[config.mk]
export PLATFORM = sky130hd
export DESIGN_NAME = ex_result_stage
export DESIGN_NICKNAME = d
export VERILOG_FILES = /design/src/rtl/ex_result_stage.sv
export SDC_FILE = /design/constraint.sdc
export NUM_CORES = 1
export LEC_CHECK = 0
export BUFFER_PORTS_ARGS = -buffer_cell sky130_fd_sc_hd__buf_2
export CAP_MARGIN = 10
export CORE_MARGIN = 2
export CORE_UTILIZATION = 37
export DETAILED_ROUTE_END_ITERATION = 7
export PLACE_DENSITY = 0.82
export SLEW_MARGIN = 5
export SYNTH_ARGS = -nofsm -noshare
export SYNTH_HDL_FRONTEND = slang
export SYNTH_SLANG_ARGS = --single-unit
[constraint.sdc]
create_clock -name clk -period 1 [get_ports clk]
set_clock_uncertainty 0.05 [all_clocks]
set_input_delay 0.1 -clock clk [delete_from_list [all_inputs] [get_ports clk]]
set_output_delay 0.1 -clock clk [all_outputs]
set_load 0.05 [all_outputs]
[src/rtl/ex_result_stage.sv]
// EX/MEM boundary register: captures ALU result/flags, resolves set/branch conditions,
// and squashes the one wrong-path instruction after a taken redirect. Optional: OFL_TRAP_EN.
module ex_result_stage #(
    parameter int WIDTH = 16,
    parameter int REGW  = 3
) (
    input  logic             clk,
    input  logic             rst,
    input  logic             in_valid,
    input  logic             stall,
    input  logic             flush,
    input  logic [WIDTH-1:0] alu_out,
    input  logic             alu_z,
    input  logic             alu_ofl,
    input  logic             alu_cout,
    input  logic             alu_sign,
    input  logic [2:0]       cond,
    input  logic             is_set,
    input  logic             is_branch,
    input  logic             is_arith,
    input  logic [WIDTH-1:0] br_target,
    input  logic [REGW-1:0]  wr_reg,
    input  logic             wr_en,
    output logic             out_valid,
    output logic [WIDTH-1:0] result,
    output logic [REGW-1:0]  wb_reg,
    output logic             wb_en,
    output logic             redirect,
    output logic [WIDTH-1:0] redirect_pc,
    output logic             ofl_exc
);

    typedef enum logic [0:0] {NORMAL, SHADOW} state_t;

    state_t           state_q, state_d;
    logic             out_valid_q, out_valid_d;
    logic [WIDTH-1:0] result_q, result_d;
    logic [REGW-1:0]  wb_reg_q, wb_reg_d;
    logic             wb_en_q, wb_en_d;
    logic             redirect_q, redirect_d;
    logic [WIDTH-1:0] redirect_pc_q, redirect_pc_d;
    logic             ofl_exc_q, ofl_exc_d;

    logic squash;
    logic live;
    logic c;

    function automatic logic cond_bit(input logic [2:0] sel, input logic z, input logic ofl,
                                      input logic cout, input logic sign);
        logic lt;
        lt = sign ^ ofl;
        case (sel)
            3'b000:  cond_bit = z;
            3'b001:  cond_bit = ~z;
            3'b010:  cond_bit = lt;
            3'b011:  cond_bit = ~lt;
            3'b100:  cond_bit = z | lt;
            3'b101:  cond_bit = cout;
            3'b110:  cond_bit = 1'b1;
            default: cond_bit = 1'b0;
        endcase
    endfunction

    assign squash = (state_q == SHADOW);
    assign live   = in_valid & ~squash;
    assign c      = cond_bit(cond, alu_z, alu_ofl, alu_cout, alu_sign);

    always_comb begin
        state_d       = state_q;
        out_valid_d   = out_valid_q;
        result_d      = result_q;
        wb_reg_d      = wb_reg_q;
        wb_en_d       = wb_en_q;
        redirect_d    = redirect_q;
        redirect_pc_d = redirect_pc_q;
        ofl_exc_d     = ofl_exc_q;
        if (!stall) begin
            // Data registers load unconditionally; only the qualifiers honour flush/squash.
            result_d      = is_set ? {{(WIDTH-1){1'b0}}, c} : alu_out;
            wb_reg_d      = wr_reg;
            redirect_pc_d = br_target;
            if (flush) begin
                out_valid_d = 1'b0;
                wb_en_d     = 1'b0;
                redirect_d  = 1'b0;
            end else begin
                out_valid_d = live;
                wb_en_d     = live & wr_en;
                redirect_d  = live & is_branch & c;
`ifdef OFL_TRAP_EN
                if (ofl_exc_q) begin
                    out_valid_d = 1'b0;
                    wb_en_d     = 1'b0;
                end else if (live && is_arith && alu_ofl) begin
                    ofl_exc_d = 1'b1;
                    wb_en_d   = 1'b0;
                end
`endif
            end
            state_d = redirect_d ? SHADOW : NORMAL;
        end
    end

`ifndef OFL_TRAP_EN
    logic unused_is_arith;
    assign unused_is_arith = is_arith;
`endif

    always_ff @(posedge clk) begin
        if (rst) begin
            state_q       <= NORMAL;
            out_valid_q   <= 1'b0;
            result_q      <= '0;
            wb_reg_q      <= '0;
            wb_en_q       <= 1'b0;
            redirect_q    <= 1'b0;
            redirect_pc_q <= '0;
            ofl_exc_q     <= 1'b0;
        end else begin
            state_q       <= state_d;
            out_valid_q   <= out_valid_d;
            result_q      <= result_d;
            wb_reg_q      <= wb_reg_d;
            wb_en_q       <= wb_en_d;
            redirect_q    <= redirect_d;
            redirect_pc_q <= redirect_pc_d;
            ofl_exc_q     <= ofl_exc_d;
        end
    end

    assign out_valid   = out_valid_q;
    assign result      = result_q;
    assign wb_reg      = wb_reg_q;
    assign wb_en       = wb_en_q;
    assign redirect    = redirect_q;
    assign redirect_pc = redirect_pc_q;
    assign ofl_exc     = ofl_exc_q;

endmodule

Word level (Yosys, flattened, before mapping)
Index checks and enable logic that the tools add are counted.
W data, S select, Z words.
{"block": "totals", "output_inout_bits": 39, "reg_bits": 39}
{"block": "classes", "bitwise_logic": 9, "mux": 7, "n_reduce_logical": 1, "n_eq_ne": 6}
{"cell": "$mux W16", "count": 1}
{"cell": "$eq A3 B3 Y1 const B", "count": 3}
{"cell": "$pmux W1 S7", "count": 1}
{"cell": "$eq A3 B2 Y1 const B", "count": 2}
{"cell": "$mux W1", "count": 5}
{"cell": "$and A1 B1 Y1", "count": 4}
{"cell": "$eq A3 B1 Y1 const B", "count": 1}
{"cell": "$logic_not A3 Y1", "count": 1}
{"cell": "$not A1 Y1", "count": 3}
{"cell": "$or A1 B1 Y1", "count": 1}
{"cell": "$xor A1 B1 Y1", "count": 1}

Logic depth before layout (Yosys ltp)
Gate-level depths: netlist of the first run.
{"block": "depth", "word_depth": 7, "depth_mapped": 5, "ltp_nobuf": 4}

Worst setup path before layout of the first run
No wires, ideal clock.
{"block": "synth_timing", "kind": "reg2reg", "start": "register state_q, in the netlist squash", "end": "register state_q, in the netlist squash", "arrival_ps": 1196, "t_required_ps": 864, "setup_slack_ps": -332, "setup_time_ps": 86, "n_path_buf": 0, "period_less_slack_ps": 1332, "path_stages_with_launch": 4, "path_cell_list": "dfxtp_1 -> nor3b_1 -> nand3b_1 -> a221oi_2"}
{"block": "synth_via", "elab_chain_len": 7}
{"item": "from (decl)", "line_no": "35", "text": "state_t state_q, state_d;"}
{"item": "from (signal assigned)", "line_no": "120", "text": "state_q <= state_d;"}
{"item": "$not A1 Y1", "line_no": "65", "text": "assign live = in_valid & ~squash;"}
{"item": "$and A1 B1 Y1", "line_no": "65"}
{"item": "$and A1 B1 Y1 (2 in series)", "line_no": "89", "text": "redirect_d = live & is_branch & c;"}
{"item": "$mux W1", "line_no": "82", "text": "if (flush) begin"}
{"item": "$mux W1", "line_no": "77", "text": "if (!stall) begin"}
{"item": "$mux W1", "line_no": "100", "text": "state_d = redirect_d ? SHADOW : NORMAL;"}
Every way passes these cells. The select of a mux whose other input is x is not followed.
A chain may end at the register's enable or synchronous reset.

Worst setup path after layout of the first run
Same ends and word-level chain as after synthesis.

==> results of run 1 <==
repair_timing:
| action | 4_1_cts | 5_1_grt |
|---|---|---|
| pin swaps | 4 | 1 |
| gates resized for setup | 38 | 27 |
| endpoints found under the hold margin | 12 | 1 |
| setup endpoints to repair | 39 | 25 |
| hold buffers | 12 | 1 |
worst max path at each step:
| stage | startpoint | to | slack, ns | cells past startpoint |
|---|---|---|---|---|
| 2_1_floorplan | squash | squash | -0.1 | 3 |
| 3_3_place_gp | stall | result[4] | -0.11 | 4 |
| 3_5_place_dp | alu_ofl | result[0] | -0.14 | 5 |
| 4_1_cts | squash | squash | -0.04 | 3 |
| 5_1_grt | squash | squash | -0.09 | 3 |
| 6_report | squash | squash | -0.02 | 3 |
power breakdown:
part	internal, W	switching (W)
Sequential	0.00159	0.0000479
Clock	0.000556	0.000493
Combinational	0.000330	0.000468
cell type report:
cell class / instances / area, sq um / area share
clock inverter: 1 / 5.00 / 0.00214
inverter: 1 / 3.75 / 0.00160
timing repair buffer: 107 / 808 / 0.345
multi-input combinational: 95 / 607 / 0.259
sequential: 38 / 772 / 0.330
clock buffer: 7 / 86.3 / 0.0369
tap: 48 / 60.1 / 0.0256
synth_stat cells (all sizes together):
master / instances
or2: 1
a221oi: 1
xnor2: 1
nor2: 37
nor4b: 1
and4b: 1
buf: 10
clkbuf: 1
conb: 1
nand2: 3
nor3b: 2
a22oi: 14
dfxtp: 38
inv: 1
mux2i: 20
a211oi: 1
nand2b: 1
a21oi: 7
nand3b: 2
o31ai: 1
o21ai: 1
cells in the final DEF, fill, tap and decap left out, types with 2 or more instances in the layout:
master / count
buf_4: 22
buf_2: 49
nor2_1: 36
a21oi_1: 7
a22oi_1: 14
dfxtp_1: 31
mux2i_1: 20
dfxtp_2: 6
nand3b_1: 2
clkbuf_8: 6
buf_6: 22
nand2_1: 3
dlygate4sd3_1: 13
stage by stage:
step	power, W	worst slack [ns]
after CTS	0.00348	-0.0407
after floorplan	0.00212	-0.0954
final	0.00348	-0.0161
after global routing	0.00365	-0.0929
after detailed placement	0.00234	-0.139
after global placement	0.00233	-0.108
worst max-delay path, delay by kind of cell (launching register included):
| family | cells | cell delay (ns) |
|---|---|---|
| simple gates | 2 | 0.28 |
| compound gates | 1 | 0.24 |
| flops | 1 | 0.36 |
cell families after synthesis:
logic type / count (synthesis) / share of synthesized area
buffers and inverters: 12 / 0.0439
other: 1 / 0.00263
AOI/OAI and AO/OA: 25 / 0.123
and+or+nand+nor: 48 / 0.150
muxes: 20 / 0.140
DFF: 38 / 0.534
xor gates and xnor gates: 1 / 0.00615
metal layers:
layer | track usage | vias up
li1 | - | 703
met1 | 0.162 | 632
met2 | 0.319 | 53
met3 | 0.0647 | 8
met4 | 0.0791 | 0
met5 | 0 | -
==> summary.txt, run 1 <==
Status
  – Run status: complete, but fails checks
  – Failing checks: setup timing

Die
  – Die Ht: between 60 and 70 microns
  – Starting Density: 0.386
  – Row cnt: 22
  – Core Box Area: approximately 0.0037 sq mm
  – Die Width: 66.1 microns
  – I/O pin count: 90
  – DIE AREA: 0.00436 sq mm

Detailed routing
  – Post-route ant nets: 0
  – Vias per cell: 4.70
  – Drt pass-1 iters: 4
  – Routed wl met2: between 2 and 2.5 mm
  – Vias post-DR: between 1000 and 1500
  – DRC: 0
  – Post-detailed-route wirelength per cell: 13.0 microns
  – Met1 WL: 1.47 mm
  – DR iter-0 viols: 47
  – Top layer in use: met4
  – Total length of routed wires: 3.85 mm
  – Routed wl met3: between 200 and 300 microns

STA
  – Worst hold slack: 0.00526 ns
  – Setup ws final: -0.0161 ns
  – RSZ-0062 raised after global routing: true
  – Tcrit/Tclk final: 1.02
  – Slew margin rel.: 0.577
  – Final setup viols: 1
  – Final-report max-slew violation count: 0
  – Final Critical Period: just over 1 ns
  – Setup tns final: -0.0161 ns
  – Least-Margin Pin Slew: ~0.63 ns
  – Max Freq: just under 1000 MHz
  – Hold Fails Final Rpt: 0

Synth
  – Post-synthesis register bit count: 38
  – Syn avg cell area: approximately 9.8 sq um
  – Post-synth top area cell: dfxtp_1
  – Sequential fraction of the synthesis area: 0.534
  – Library cells used by synthesis: 24
  – Syn Nets: ~200
  – Synth top area cells: dfxtp_1 53%, mux2i_1 14%, nor2_1 9.5%
  – Cell count after synthesis: about 150
  – Mapped Area: about 0.0014 sq mm
  – Share of the synthesized area in the top cell type: 0.534
  – Synth warn: 0

Pwr
  – Power Density: ~1500 mW/mm^2
  – Maximum vdd drop: 0.00101 V
  – Leak pwr: 1.12 nW

Min path
  – Hold path start: alu_out[13]
  – Min-Delay Endpoint: result[13]
  – Worst hold path class: primary input to flop
  – Hold depth: 3

Global route
  – Total congestion overflow: 0
  – Gr usage total: 0.170
  – Vias in the first global route: about 1400
  – Largest net degree at the start of global routing: 26
  – Initial antenna violation count: 0
  – First-pass GRT wire length: ~5.7 mm

Layout
  – Post-Layout Cell Count: 297
  – Fin util: 0.635
  – Fin area: around 0.0023 sq mm
  – Area growth, synth to finish: 64.4%
  – Share of layout cells above drive strength 1: 0.446
  – Fillers: ~320
  – Layout Nets: 299
  – # diodes: 0

Setup path
  – Slowest cell on the critical path: dfxtp_4
  – Crit path cell chain: nor3b_2, nand3b_1, a221oi_2
  – Worst r2r dst: squash
  – R2R depth: 3
  – CP Max Fanout: 4
  – Worst R2R Start: squash
  – Peak per-stage delay on the critical path: approximately 0.36 ns
  – Setup crit start kind: flop
  – Crit path DAT: between 1 and 1.5 ns
  – Crit path required time: approximately 1.1 ns
  – Setup CP Type: flop to flop
  – Crit. End Element: flop
  – R2R setup slack: -0.02 ns

Place
  – Final Wtd Congestion: ~0.72
  – Detailed placement HPWL: approximately 2.4 mm
  – Port Buffers: 87
  – Post-placement cell area: around 0.0019 sq mm
  – Placed Cells: 276

Clock tree
  – Sink Count: 38
  – CTS Buf Count: 5
  – Htree depth: 2
  – Clock Latency Late Sink: 0.28 ns
  – Clk pin slew, worst setup/hold paths: approximately 0.07 ns
  – Max Root-Sink Buffers: 2
  – Postcts setup bufs: 0
  – CTS tree: yes
  – Clock root buffer: clkbuf_8

Run
  – Max-Cap Viols: 0
(Power assumes the default switching activity.)
==> inputs of run 2 (changes only) <==
CORE_UTILIZATION = 39   (was 37)
CTS_BUF_LIST = sky130_fd_sc_hd__clkbuf_4   (was not set)
PLACE_DENSITY = 0.85   (was 0.82)
SLEW_MARGIN = not set   (was 5)
==> summary.txt, run 2 (same netlist as run 1, synthesis figures left out) <==
Status
  – Run status: complete, but fails checks
  – Failing checks: setup timing

STA
  – Least-Margin Pin Slew: 0.580 ns (-0.0539 ns)
  – Setup ws final: -0.0883 ns (-0.0722 ns)
  – Setup tns final: -0.170 ns (-0.154 ns)
  – Final Critical Period: 1.09 ns (+0.0722 ns)
  – Final-report max-slew violation count: 0 (unchanged)
  – Final setup viols: 7 (+6)
  – Hold Fails Final Rpt: 0 (unchanged)
  – RSZ-0062 raised after global routing: true
  – Slew margin rel.: 0.613 (+0.0359)
  – Tcrit/Tclk final: 1.09 (+0.0722)
  – Max Freq: 919 MHz (-6.6%)

Clock tree
  – Max Root-Sink Buffers: 2 (unchanged)
  – Htree depth: 2 (unchanged)
  – Clock Latency Late Sink: 0.32 ns (+0.04 ns)
  – Sink Count: 38 (unchanged)
  – CTS tree: yes
  – Clk pin slew, worst setup/hold paths: 0.09 ns (+0.02 ns)
  – CTS Buf Count: 5 (unchanged)
  – Clock root buffer: clkbuf_4

Pwr
  – Post-layout power: 0.00332 W (-4.7%)
  – Maximum vdd drop: 0.00103 V (+1.9%)
  – Leak pwr: 1.28 nW (+14%)
  – Power Density: 1200 mW/mm^2 (-19%)

Setup path
  – Slowest cell on the critical path: dfxtp_4
  – Crit path cell chain: nor3b_4, nand3b_1, a221oi_2
  – Crit. End Element: flop
  – R2R depth: 3 (unchanged)
  – Setup CP Type: flop to flop
  – Crit path required time: 1.18 ns (+0.04 ns)
  – Crit path DAT: 1.27 ns (+0.12 ns)
  – CP Max Fanout: 4 (unchanged)
  – R2R setup slack: -0.09 ns (-0.07 ns)
  – Peak per-stage delay on the critical path: 0.38 ns (+0.02 ns)
  – Setup crit start kind: flop

Die
  – I/O pin count: 90 (unchanged)
  – Core Box Area: 0.00342 sq mm (-7.4%)
  – Row cnt: 21 (-4.5%)
  – Die Width: 64.5 microns (-2.4%)
  – Die Ht: 64.5 microns (-2.4%)
  – Starting Density: 0.417 (+0.0309)
  – DIE AREA: 0.00415 sq mm (-4.8%)

Place
  – Placement Setup Slack: -0.178 ns (-0.0389 ns)
  – Detailed placement HPWL: 2.58 mm (+6.0%)
  – Final Wtd Congestion: 0.688 (-4.8%)
  – Placed Cells: 277 (+0.36%)
  – Port Buffers: 87 (unchanged)

Layout
  – Multi-input gate area: 617 sq um (+1.6%)
  – Most frequent cells in the layout: 49 x buf_2, 37 x dlygate4sd3_1, 37 x dfxtp_2
  – Fin util: 0.808 (+0.173)
  – # diodes: 0 (unchanged)
  – Fillers: 227 (-30%)
  – Share of layout cells above drive strength 1: 0.534 (+0.0883)
  – Area growth, synth to finish: 93.8%
  – Layout Nets: 331 (+11%)
  – Most common cell after layout, fill and taps aside: buf_2
  – Register area: 811 sq um (+5.0%)
  – Post-Layout Cell Count: 325 (+9.4%)

Detailed routing
  – DRC: 0 (unchanged)
  – Drt pass-1 iters: 4 (unchanged)
  – Post-detailed-route wirelength per cell: 15.2 microns (+17%)
  – Post-route ant nets: 0 (unchanged)
  – DR iter-0 viols: 51 (+8.5%)
  – Vias per cell: 4.79 (+1.9%)
  – Total length of routed wires: 4.93 mm (+28%)
  – Vias post-DR: 1557 (+12%)

Global route
  – Total congestion overflow: 0 (unchanged)
  – Largest net degree at the start of global routing: 22 (-15%)
  – First-pass GRT wire length: 7.40 mm (+30%)
  – Gr usage total: 0.237 (+0.0667)
  – Initial antenna violation count: 0 (unchanged)
  – Vias in the first global route: 1646 (+20%)

Min path
  – Hold depth: 4 (+1)
  – Worst hold path class: primary input to flop

Run
  – Max-Cap Viols: 0 (unchanged)
run 2: cell types whose count changed in the layout (fill, tap and decap cells not counted), sizes merged:
cell	delta
buf	+8
dlygate4sd3	+24
clkbuf	-2
run 2: path summary, 6_finish.rpt:
check | startpoint | end
worst min register to register | redirect_pc[12] | redirect_pc[12]
worst min-delay path | flush | squash
worst max register to register | squash | squash
worst max-delay path | squash | squash
run 2: layer usage:
layer  global-route usage  share of wire
met1                0.211           0.34
met2                0.505           0.60
met3               0.0573          0.055
met4               0.0718         0.0065
met5                    0              0
run 2: cell type report:
cell class	instances	share of cell area
clock buffers	5	0.0136
well taps	46	0.0208
repair buffers	139	0.446
inverters	1	0.00136
multi-input cells	95	0.223
flip-flops and latches	38	0.294
clock inverters	1	0.00136
run 2: where the power goes:
group | total, W | switching (W) | internal [W]
logic | 0.000959 | 0.000502 | 0.000457
registers | 0.00167 | 0.0000655 | 0.00160
clock network | 0.000695 | 0.000455 | 0.000240
run 2: per-stage QoR:
| stage | hold WS, ns | cell area (sq um) |
|---|---|---|
| after floorplan | 0.194 | 1440 |
| after global placement | 0.267 | 1940 |
| after detailed placement | 0.267 | 1940 |
| after CTS | 0.0195 | 2650 |
| after global routing | 0.0515 | 2760 |
| final | 0.0597 | 2760 |
run 2: critical path: cells and delay by family, from the launching register on:
| family | cells | cell delay, ns |
|---|---|---|
| DFF | 1 | 0.38 |
| and+or+nand+nor | 2 | 0.32 |
| AOI/OAI and AO/OA | 1 | 0.25 |
run 2: timing repair:
item,in CTS,in global routing
hold buffers,37,0
resized for setup,113,21
setup buffers,1,4
endpoints found under the setup margin,40,40
hold endpoints to repair,36,0
pin swaps,5,0
